$ cat src/rtl/spi_master_arbiter_pkg.sv
// Shared constants for the SPI master arbiter: FSM encoding, bus widths
// and the word returned when a transaction is forced closed.
package spi_arb_pkg;

    localparam logic [1:0] ST_IDLE    = 2'd0;
    localparam logic [1:0] ST_START   = 2'd1;
    localparam logic [1:0] ST_WAIT    = 2'd2;
    localparam logic [1:0] ST_RELEASE = 2'd3;

    localparam int SPI_WORD_W = 32;
    localparam int SPI_SEL_W  = 2;

    localparam logic [SPI_WORD_W-1:0] TIMEOUT_FILL = 32'hFFFF_FFFF;

    typedef logic [SPI_WORD_W-1:0] spi_word_t;
    typedef logic [SPI_SEL_W-1:0]  spi_sel_t;

endpackage

$ cat src/rtl/spi_master_arbiter_if.sv
// Requester and SPI_Master side signals of the arbiter.
// master modport is the arbiter's view, slave is the environment's view.
interface spi_master_arbiter_if #(
    parameter int NREQ = 3
);
    import spi_arb_pkg::*;

    logic [NREQ-1:0]            REQ_I;
    logic [SPI_WORD_W*NREQ-1:0] REQ_DATA_I;
    logic [SPI_SEL_W*NREQ-1:0]  REQ_SEL_I;
    logic [NREQ-1:0]            GNT_O;
    logic [NREQ-1:0]            DONE_O;
    spi_word_t                  RDATA_O;
    logic                       ERR_O;
    logic                       BUSY_O;
    logic                       SPI_START_O;
    spi_word_t                  SPI_DATA_O;
    spi_sel_t                   SPI_SEL_O;
    spi_word_t                  SPI_DATA_I;
    logic                       SPI_DONE_I;

    modport master (
        input  REQ_I, REQ_DATA_I, REQ_SEL_I,
        input  SPI_DATA_I, SPI_DONE_I,
        output GNT_O, DONE_O, RDATA_O, ERR_O, BUSY_O,
        output SPI_START_O, SPI_DATA_O, SPI_SEL_O
    );

    modport slave (
        output REQ_I, REQ_DATA_I, REQ_SEL_I,
        output SPI_DATA_I, SPI_DONE_I,
        input  GNT_O, DONE_O, RDATA_O, ERR_O, BUSY_O,
        input  SPI_START_O, SPI_DATA_O, SPI_SEL_O
    );

endinterface

$ cat src/rtl/spi_master_arbiter_rr_pick.sv
// Combinational round-robin picker: first set request at or above the
// pointer, wrapping from NREQ-1 back to 0.
module rr_pick
    import spi_arb_pkg::*;
#(
    parameter int NREQ = 3,
    parameter int IW   = 2
) (
    input  logic [NREQ-1:0] req,
    input  logic [IW-1:0]   ptr,
    output logic [NREQ-1:0] win_oh,
    output logic [IW-1:0]   win_idx,
    output logic            win_valid
);

    logic [IW-1:0] j;

    // Scan NREQ positions starting at ptr; the first hit wins.
    always_comb begin
        win_oh    = '0;
        win_idx   = '0;
        win_valid = 1'b0;
        j         = '0;
        for (int i = 0; i < NREQ; i++) begin
            j = IW'((int'(ptr) + i) % NREQ);
            if (!win_valid && req[j]) begin
                win_valid  = 1'b1;
                win_oh[j]  = 1'b1;
                win_idx    = j;
            end
        end
    end

endmodule

$ cat src/rtl/spi_master_arbiter.sv
// Round-robin arbiter sharing one SPI_Master between NREQ requesters.
// Optional watchdog in WAIT_DONE enabled by defining SPI_ARB_TIMEOUT_EN.
module spi_master_arbiter
    import spi_arb_pkg::*;
#(
    parameter int NREQ           = 3,
    parameter int START_HOLD     = 4,
    parameter int TIMEOUT_CYCLES = 4096
) (
    input  logic                BOARD_CLOCK,
    input  logic                RST,
    spi_master_arbiter_if.master bus
);

    localparam int IW = (NREQ > 1) ? $clog2(NREQ) : 1;
    localparam int HW = (START_HOLD > 1) ? $clog2(START_HOLD + 1) : 1;
    localparam logic [HW-1:0] HOLD_LAST = HW'(START_HOLD - 1);
    localparam logic [IW-1:0] IDX_LAST  = IW'(NREQ - 1);

    logic [1:0]      state;
    logic [IW-1:0]   ptr;
    logic [IW-1:0]   gidx;
    logic [NREQ-1:0] gnt;
    logic [NREQ-1:0] done;
    logic [HW-1:0]   hold_cnt;
    logic            spi_start;
    spi_word_t       spi_data;
    spi_sel_t        spi_sel;
    spi_word_t       rdata;

    logic [NREQ-1:0] pick_oh;
    logic [IW-1:0]   pick_idx;
    logic            pick_valid;
    spi_word_t       pick_data;
    spi_sel_t        pick_sel;
    logic [IW-1:0]   ptr_next;

    rr_pick #(
        .NREQ (NREQ),
        .IW   (IW)
    ) u_pick (
        .req       (bus.REQ_I),
        .ptr       (ptr),
        .win_oh    (pick_oh),
        .win_idx   (pick_idx),
        .win_valid (pick_valid)
    );

    // Select the winning requester's word and chip-select fields.
    always_comb begin
        pick_data = '0;
        pick_sel  = '0;
        for (int k = 0; k < NREQ; k++) begin
            if (pick_oh[k]) begin
                pick_data = bus.REQ_DATA_I[k*SPI_WORD_W +: SPI_WORD_W];
                pick_sel  = bus.REQ_SEL_I[k*SPI_SEL_W +: SPI_SEL_W];
            end
        end
    end

    assign ptr_next = (gidx == IDX_LAST) ? '0 : gidx + 1'b1;

`ifdef SPI_ARB_TIMEOUT_EN
    localparam logic [15:0] TO_LAST = 16'(TIMEOUT_CYCLES - 1);

    logic [15:0] to_cnt;
    logic        err;
    logic        to_hit;

    assign to_hit = (to_cnt == TO_LAST);
`endif

    // Main FSM: grant, hold start, wait for done, wait for done to drop.
    always_ff @(posedge BOARD_CLOCK or negedge RST) begin
        if (!RST) begin
            state     <= ST_IDLE;
            ptr       <= '0;
            gidx      <= '0;
            gnt       <= '0;
            done      <= '0;
            hold_cnt  <= '0;
            spi_start <= 1'b0;
            spi_data  <= '0;
            spi_sel   <= '0;
            rdata     <= '0;
`ifdef SPI_ARB_TIMEOUT_EN
            to_cnt    <= '0;
            err       <= 1'b0;
`endif
        end else begin
            done <= '0;
`ifdef SPI_ARB_TIMEOUT_EN
            err  <= 1'b0;
`endif
            unique case (state)
                ST_IDLE: begin
                    if (pick_valid) begin
                        gnt       <= pick_oh;
                        gidx      <= pick_idx;
                        spi_data  <= pick_data;
                        spi_sel   <= pick_sel;
                        spi_start <= 1'b1;
                        hold_cnt  <= '0;
                        state     <= ST_START;
                    end
                end
                ST_START: begin
                    if (hold_cnt == HOLD_LAST) begin
                        spi_start <= 1'b0;
                        state     <= ST_WAIT;
`ifdef SPI_ARB_TIMEOUT_EN
                        to_cnt    <= '0;
`endif
                    end else begin
                        hold_cnt <= hold_cnt + 1'b1;
                    end
                end
                ST_WAIT: begin
                    if (bus.SPI_DONE_I) begin
                        rdata <= bus.SPI_DATA_I;
                        done  <= gnt;
                        gnt   <= '0;
                        ptr   <= ptr_next;
                        state <= ST_RELEASE;
                    end
`ifdef SPI_ARB_TIMEOUT_EN
                    else if (to_hit) begin
                        rdata <= TIMEOUT_FILL;
                        done  <= gnt;
                        err   <= 1'b1;
                        gnt   <= '0;
                        ptr   <= ptr_next;
                        state <= ST_RELEASE;
                    end else begin
                        to_cnt <= to_cnt + 1'b1;
                    end
`endif
                end
                ST_RELEASE: begin
                    if (!bus.SPI_DONE_I) begin
                        state <= ST_IDLE;
                    end
                end
                default: state <= ST_IDLE;
            endcase
        end
    end

    assign bus.GNT_O       = gnt;
    assign bus.DONE_O      = done;
    assign bus.RDATA_O     = rdata;
    assign bus.BUSY_O      = (state != ST_IDLE);
    assign bus.SPI_START_O = spi_start;
    assign bus.SPI_DATA_O  = spi_data;
    assign bus.SPI_SEL_O   = spi_sel;
`ifdef SPI_ARB_TIMEOUT_EN
    assign bus.ERR_O       = err;
`else
    assign bus.ERR_O       = 1'b0;
`endif

endmodule

$ cat src/flat_wrapper.sv
// flat-port wrapper written by rule: the top's interface ports become plain ports
module spi_master_arbiter_flat import spi_arb_pkg::*;
#(
    parameter int NREQ           = 3,
    parameter int START_HOLD     = 4,
    parameter int TIMEOUT_CYCLES = 4096
)
  (BOARD_CLOCK, RST, bus_REQ_I, bus_REQ_DATA_I, bus_REQ_SEL_I, bus_SPI_DATA_I, bus_SPI_DONE_I, bus_GNT_O, bus_DONE_O, bus_RDATA_O, bus_ERR_O, bus_BUSY_O, bus_SPI_START_O, bus_SPI_DATA_O, bus_SPI_SEL_O);
  spi_master_arbiter_if #(.NREQ(NREQ)) bus_i ();
  input  logic BOARD_CLOCK;
  input  logic RST;
  input wire logic [$bits(bus_i.REQ_I)-1:0] bus_REQ_I;
  input wire logic [$bits(bus_i.REQ_DATA_I)-1:0] bus_REQ_DATA_I;
  input wire logic [$bits(bus_i.REQ_SEL_I)-1:0] bus_REQ_SEL_I;
  input wire logic [$bits(bus_i.SPI_DATA_I)-1:0] bus_SPI_DATA_I;
  input wire logic [$bits(bus_i.SPI_DONE_I)-1:0] bus_SPI_DONE_I;
  output wire logic [$bits(bus_i.GNT_O)-1:0] bus_GNT_O;
  output wire logic [$bits(bus_i.DONE_O)-1:0] bus_DONE_O;
  output wire logic [$bits(bus_i.RDATA_O)-1:0] bus_RDATA_O;
  output wire logic [$bits(bus_i.ERR_O)-1:0] bus_ERR_O;
  output wire logic [$bits(bus_i.BUSY_O)-1:0] bus_BUSY_O;
  output wire logic [$bits(bus_i.SPI_START_O)-1:0] bus_SPI_START_O;
  output wire logic [$bits(bus_i.SPI_DATA_O)-1:0] bus_SPI_DATA_O;
  output wire logic [$bits(bus_i.SPI_SEL_O)-1:0] bus_SPI_SEL_O;
  assign bus_i.REQ_I = bus_REQ_I;
  assign bus_i.REQ_DATA_I = bus_REQ_DATA_I;
  assign bus_i.REQ_SEL_I = bus_REQ_SEL_I;
  assign bus_i.SPI_DATA_I = bus_SPI_DATA_I;
  assign bus_i.SPI_DONE_I = bus_SPI_DONE_I;
  assign bus_GNT_O = bus_i.GNT_O;
  assign bus_DONE_O = bus_i.DONE_O;
  assign bus_RDATA_O = bus_i.RDATA_O;
  assign bus_ERR_O = bus_i.ERR_O;
  assign bus_BUSY_O = bus_i.BUSY_O;
  assign bus_SPI_START_O = bus_i.SPI_START_O;
  assign bus_SPI_DATA_O = bus_i.SPI_DATA_O;
  assign bus_SPI_SEL_O = bus_i.SPI_SEL_O;
  spi_master_arbiter #(.NREQ(NREQ), .START_HOLD(START_HOLD), .TIMEOUT_CYCLES(TIMEOUT_CYCLES)) u_core (.BOARD_CLOCK(BOARD_CLOCK), .RST(RST), .bus(bus_i));
endmodule
$ cat config.mk
export PLATFORM = sky130hd
export DESIGN_NAME = spi_master_arbiter_flat
export DESIGN_NICKNAME = d
export VERILOG_FILES = /design/src/rtl/spi_master_arbiter_pkg.sv /design/src/rtl/spi_master_arbiter_if.sv /design/src/rtl/spi_master_arbiter_rr_pick.sv /design/src/rtl/spi_master_arbiter.sv /design/src/flat_wrapper.sv
export SDC_FILE = /design/constraint.sdc
export NUM_CORES = 1
export LEC_CHECK = 0
export ABC_CLOCK_PERIOD_IN_PS = 6300
export BUFFER_PORTS_ARGS = -buffer_cell sky130_fd_sc_hd__buf_2
export CAP_MARGIN = 20
export CORE_MARGIN = 3
export CORE_UTILIZATION = 30
export CTS_CLUSTER_DIAMETER = 120
export DETAILED_ROUTE_END_ITERATION = 8
export PLACE_DENSITY = 0.53
export SYNTH_ARGS = -nofsm -noshare
export SYNTH_HDL_FRONTEND = slang
export SYNTH_SLANG_ARGS = --single-unit
$ cat constraint.sdc
create_clock -name BOARD_CLOCK -period 6.3 [get_ports BOARD_CLOCK]
set_input_delay 0.63 -clock BOARD_CLOCK [delete_from_list [all_inputs] [get_ports BOARD_CLOCK]]
set_output_delay 0.63 -clock BOARD_CLOCK [all_outputs]
set_load 0.1 [all_outputs]
==> summary.txt <==
Status
  – Run status: complete, no violations

Route
  – Via count: 4,470
  – WL met3: 939 um
  – Average wire per cell in the routed design: 18.79 um
  – Number of DRC markers in iteration 0: 245
  – Vias per cell: 5.302
  – DRC: 0
  – First-pass detailed-route iteration total: 5
  – Sum of routed wire length over all layers: 15.84 mm
  – Routed length on met1: 6.432 mm
  – DRT antenna net count: 0
  – DR WL met2: 8.059 mm
  – Highest routed layer: met4

Clock tree
  – Number of setup buffers added after CTS: 0
  – Clock tree root buffer cell: clkbuf_16
  – CTS Hold Bufs: 0
  – CTS tree: yes
  – Maximum root-to-sink buffer count: 2
  – Worst-skew pair later-pin latency: 340 ps
  – Number of gates given a new drive strength after cts: 0
  – Level count of the clock H-tree: 3
  – CTS clk-pin slew, worst paths: 60 ps
  – Clock buffers created by TritonCTS: 9
  – Number of clock sinks: 82

Synth
  – Post-synthesis adder-cell area fraction: 0.02651
  – Primary flip-flop cell chosen by synthesis mapping: dfrtp_1
  – Area fraction in and, or, nand and nor cells after synthesis: 0.1649
  – Largest family of logic cells by synthesized area: compound AO/OA/AOI/OAI gates
  – Area of the mapped netlist: 0.004720 mm2
  – Synth cell types: 51
  – Post-synthesis net count: 591
  – Synth Area in Compound Gates: 0.2134
  – Post-synthesis async set-or-reset flop share: 1.000
  – Yosys warning total: 0
  – Sequential element share of the synthesized area: 0.4348
  – Average size of a mapped cell: 10.70 um2
  – Flop and latch count out of synthesis: 82
  – Number of flops mapped to enable cells by yosys: 0
  – Synthesized netlist cell count: 441
  – Xor and xnor fraction of the mapped netlist area: 0
  – Mux contribution to synthesized area: 0.09279

Cells and area
  – Nets@finish: 777
  – Layout filler cell count: 1,547
  – Area growth from synthesis to final layout: 31.73%
  – Ant diodes: 0
  – Layout cell share with drive strength beyond 1: 0.4589
  – Final core utilization: 0.4060

Worst setup path
  – Worst flop-to-flop path endpoint: u_core.bus.SPI_DATA_O[7]
  – Kind of capture point of the worst setup path: flip-flop
  – Worst endpoint data arrival time: 3280 ps
  – Max FO, Critical Path: 43
  – Startpoint Class: input pin
  – Required time worst endpoint: 6490 ps
  – Reg-to-reg startpoint: u_core.ptr[1]
  – Start point of the critical path: bus_REQ_I[1]
  – Critical setup path kind: in2reg
  – Worst R2R Setup Slack: 3280 ps
  – Reg2Reg Depth: 9

Floorplanning
  – Number of top-level pins: 215
  – Die extent in y: 131.4 um
  – Die span in x: 131.4 um
  – Initial core utilization: 0.3082
  – Standard cell core area: 0.01531 mm2
  – Number of standard-cell rows in the floorplan: 45
  – Total die area: 0.01727 mm2

Global routing
  – Antenna violations before repair: 0
  – Global-route wire length before repair: 25.10 mm
  – Maximum number of pins on one net before global-route repair: 83
  – Total global routing track utilization: 0.1790
  – Vias in the first global route: 4,616
  – Global route overflow: 0

Min path
  – Worst hold path type: in2async

Placement
  – Post-detail-place hpwl: 10.68 mm
  – Routability congestion estimate from global placement: 0.7806
  – Post-placement worst setup slack: 2863 ps
  – Number of port buffers: 213

Timing
  – Final total negative setup slack: 0 ps
  – Final Hold Viols: 0
  – Unrepaired setup endpoints after global routing: no
  – Final worst clock skew: 7.353 ps
  – Actual transition at the worst max-transition pin: 861.6 ps
  – Crit share post-route: 0.4916
  – Shortest period the worst path allows: 3097 ps
  – Post-layout worst setup margin: 3203 ps
  – Highest Clock Rate: 0.3229 GHz
  – Worst rel slew slack: 0.4256
  – Final setup viols: 0
  – Max Slew Vio Count: 0

Run
  – Max-cap viol count: 0
cells in the final DEF (no fill, tap or decap), types with 3 or more instances in the layout:
master / synthesis / final
buf_2: 17 / 212
dfrtp_1: 82 / 82
nor2b_1: 38 / 38
nand3_1: 35 / 35
mux2_2: 34 / 34
o2111ai_1: 34 / 34
nor4_1: 34 / 34
a311oi_1: 26 / 26
inv_1: 11 / 11
nand2_1: 11 / 11
buf_4: 5 / 11
ha_1: 10 / 10
clkbuf_16: 0 / 9
nor2_1: 9 / 8
a311oi_2: 8 / 8
o21ai_0: 5 / 5
mux2i_1: 4 / 4
o211ai_1: 4 / 4
a21oi_1: 4 / 4
and3_1: 3 / 3
nand2b_1: 3 / 3
o31ai_1: 3 / 3
o2bb2ai_1: 3 / 3
metrics by stage:
stage	instances	hold WS [ps]	cell area, um2
CTS	842	474.0	6190
global route	843	211.1	6217
global placement	826	465.8	5871
finish	843	205.3	6217
floorplan	441	334.4	4720
detailed placement	826	465.4	5871
how the worst max path moves through the flow:
| stage | to | slack, ps | cells past startpoint |
|---|---|---|---|
| 5_1_grt | u_core.bus.SPI_DATA_O[7] | 3040 | 8 |
| 4_1_cts | u_core.bus.SPI_DATA_O[25] | 3220 | 8 |
| 3_5_place_dp | u_core.bus.SPI_DATA_O[4] | 2860 | 8 |
| 2_1_floorplan | u_core.bus.SPI_DATA_O[21] | 4030 | 8 |
| 6_report | u_core.bus.SPI_DATA_O[7] | 3200 | 8 |
| 3_3_place_gp | u_core.bus.SPI_DATA_O[24] | 2890 | 8 |
cell type report:
| cell class | instances | area, um2 | share of cell area |
|---|---|---|---|
| flip-flops and latches | 82 | 2052 | 0.3300 |
| repair buffers | 224 | 1171 | 0.1884 |
| well taps | 211 | 264.0 | 0.04246 |
| clock inverters | 7 | 93.84 | 0.01509 |
| inverters | 12 | 45.04 | 0.007245 |
| multi-input cells | 298 | 2366 | 0.3806 |
| clock buffers | 9 | 225.2 | 0.03622 |
cell families (layout without fill, tap and decap cells):
kind of cell / after synthesis / in the layout
multiplexers: 39 / 39
AND/OR/NAND/NOR: 138 / 138
adder cells (fa/ha/maj): 10 / 10
buffers and inverters: 61 / 252
flip-flops: 82 / 82
other: 1 / 1
AO/OA/AOI/OAI: 110 / 110
Yosys cell counts (8+ instances only):
cell type	count	area, um2
mux2_2	34	382.9
nand3_1	35	175.2
buf_2	17	85.08
nor2_1	9	33.78
o2111ai_1	34	297.8
nor2b_1	38	237.7
inv_1	11	41.29
nor4_1	34	212.7
a311oi_2	8	120.1
a311oi_1	26	227.7
dfrtp_1	82	2052
ha_1	10	125.1
nand2_1	11	41.29
clkbuf_1	20	75.07
critical path, stage by stage:
cell and delay, ps:
buf_2 650, nand2b_1 200, mux2_4 360, a221oi_4 270, buf_4 410, o21ba_1 170
buf_4 390, a311oi_1 170
per-layer routing:
layer  vias to the layer above  global-route usage
met5                         -                   0
met4                         0             0.06418
met3                        31             0.04518
met2                       182              0.3032
met1                      2166              0.2211
li1                       2091                   -
registers in the layout, summed over array words and instances, names as in the netlist:
| register | cells |
|---|---|
| u_core.bus.DONE_O | 3 |
| u_core.bus.GNT_O | 3 |
| u_core.bus.RDATA_O | 32 |
| u_core.bus.SPI_DATA_O | 32 |
| u_core.bus.SPI_SEL_O | 2 |
| u_core.bus.SPI_START_O | 1 |
| u_core.gidx | 2 |
| u_core.hold_cnt | 3 |
| u_core.ptr | 2 |
| u_core.state | 2 |
Power is left out: the tool's default activity adds up to more than one toggle a clock period on the data nets, which glitch-free logic cannot reach.
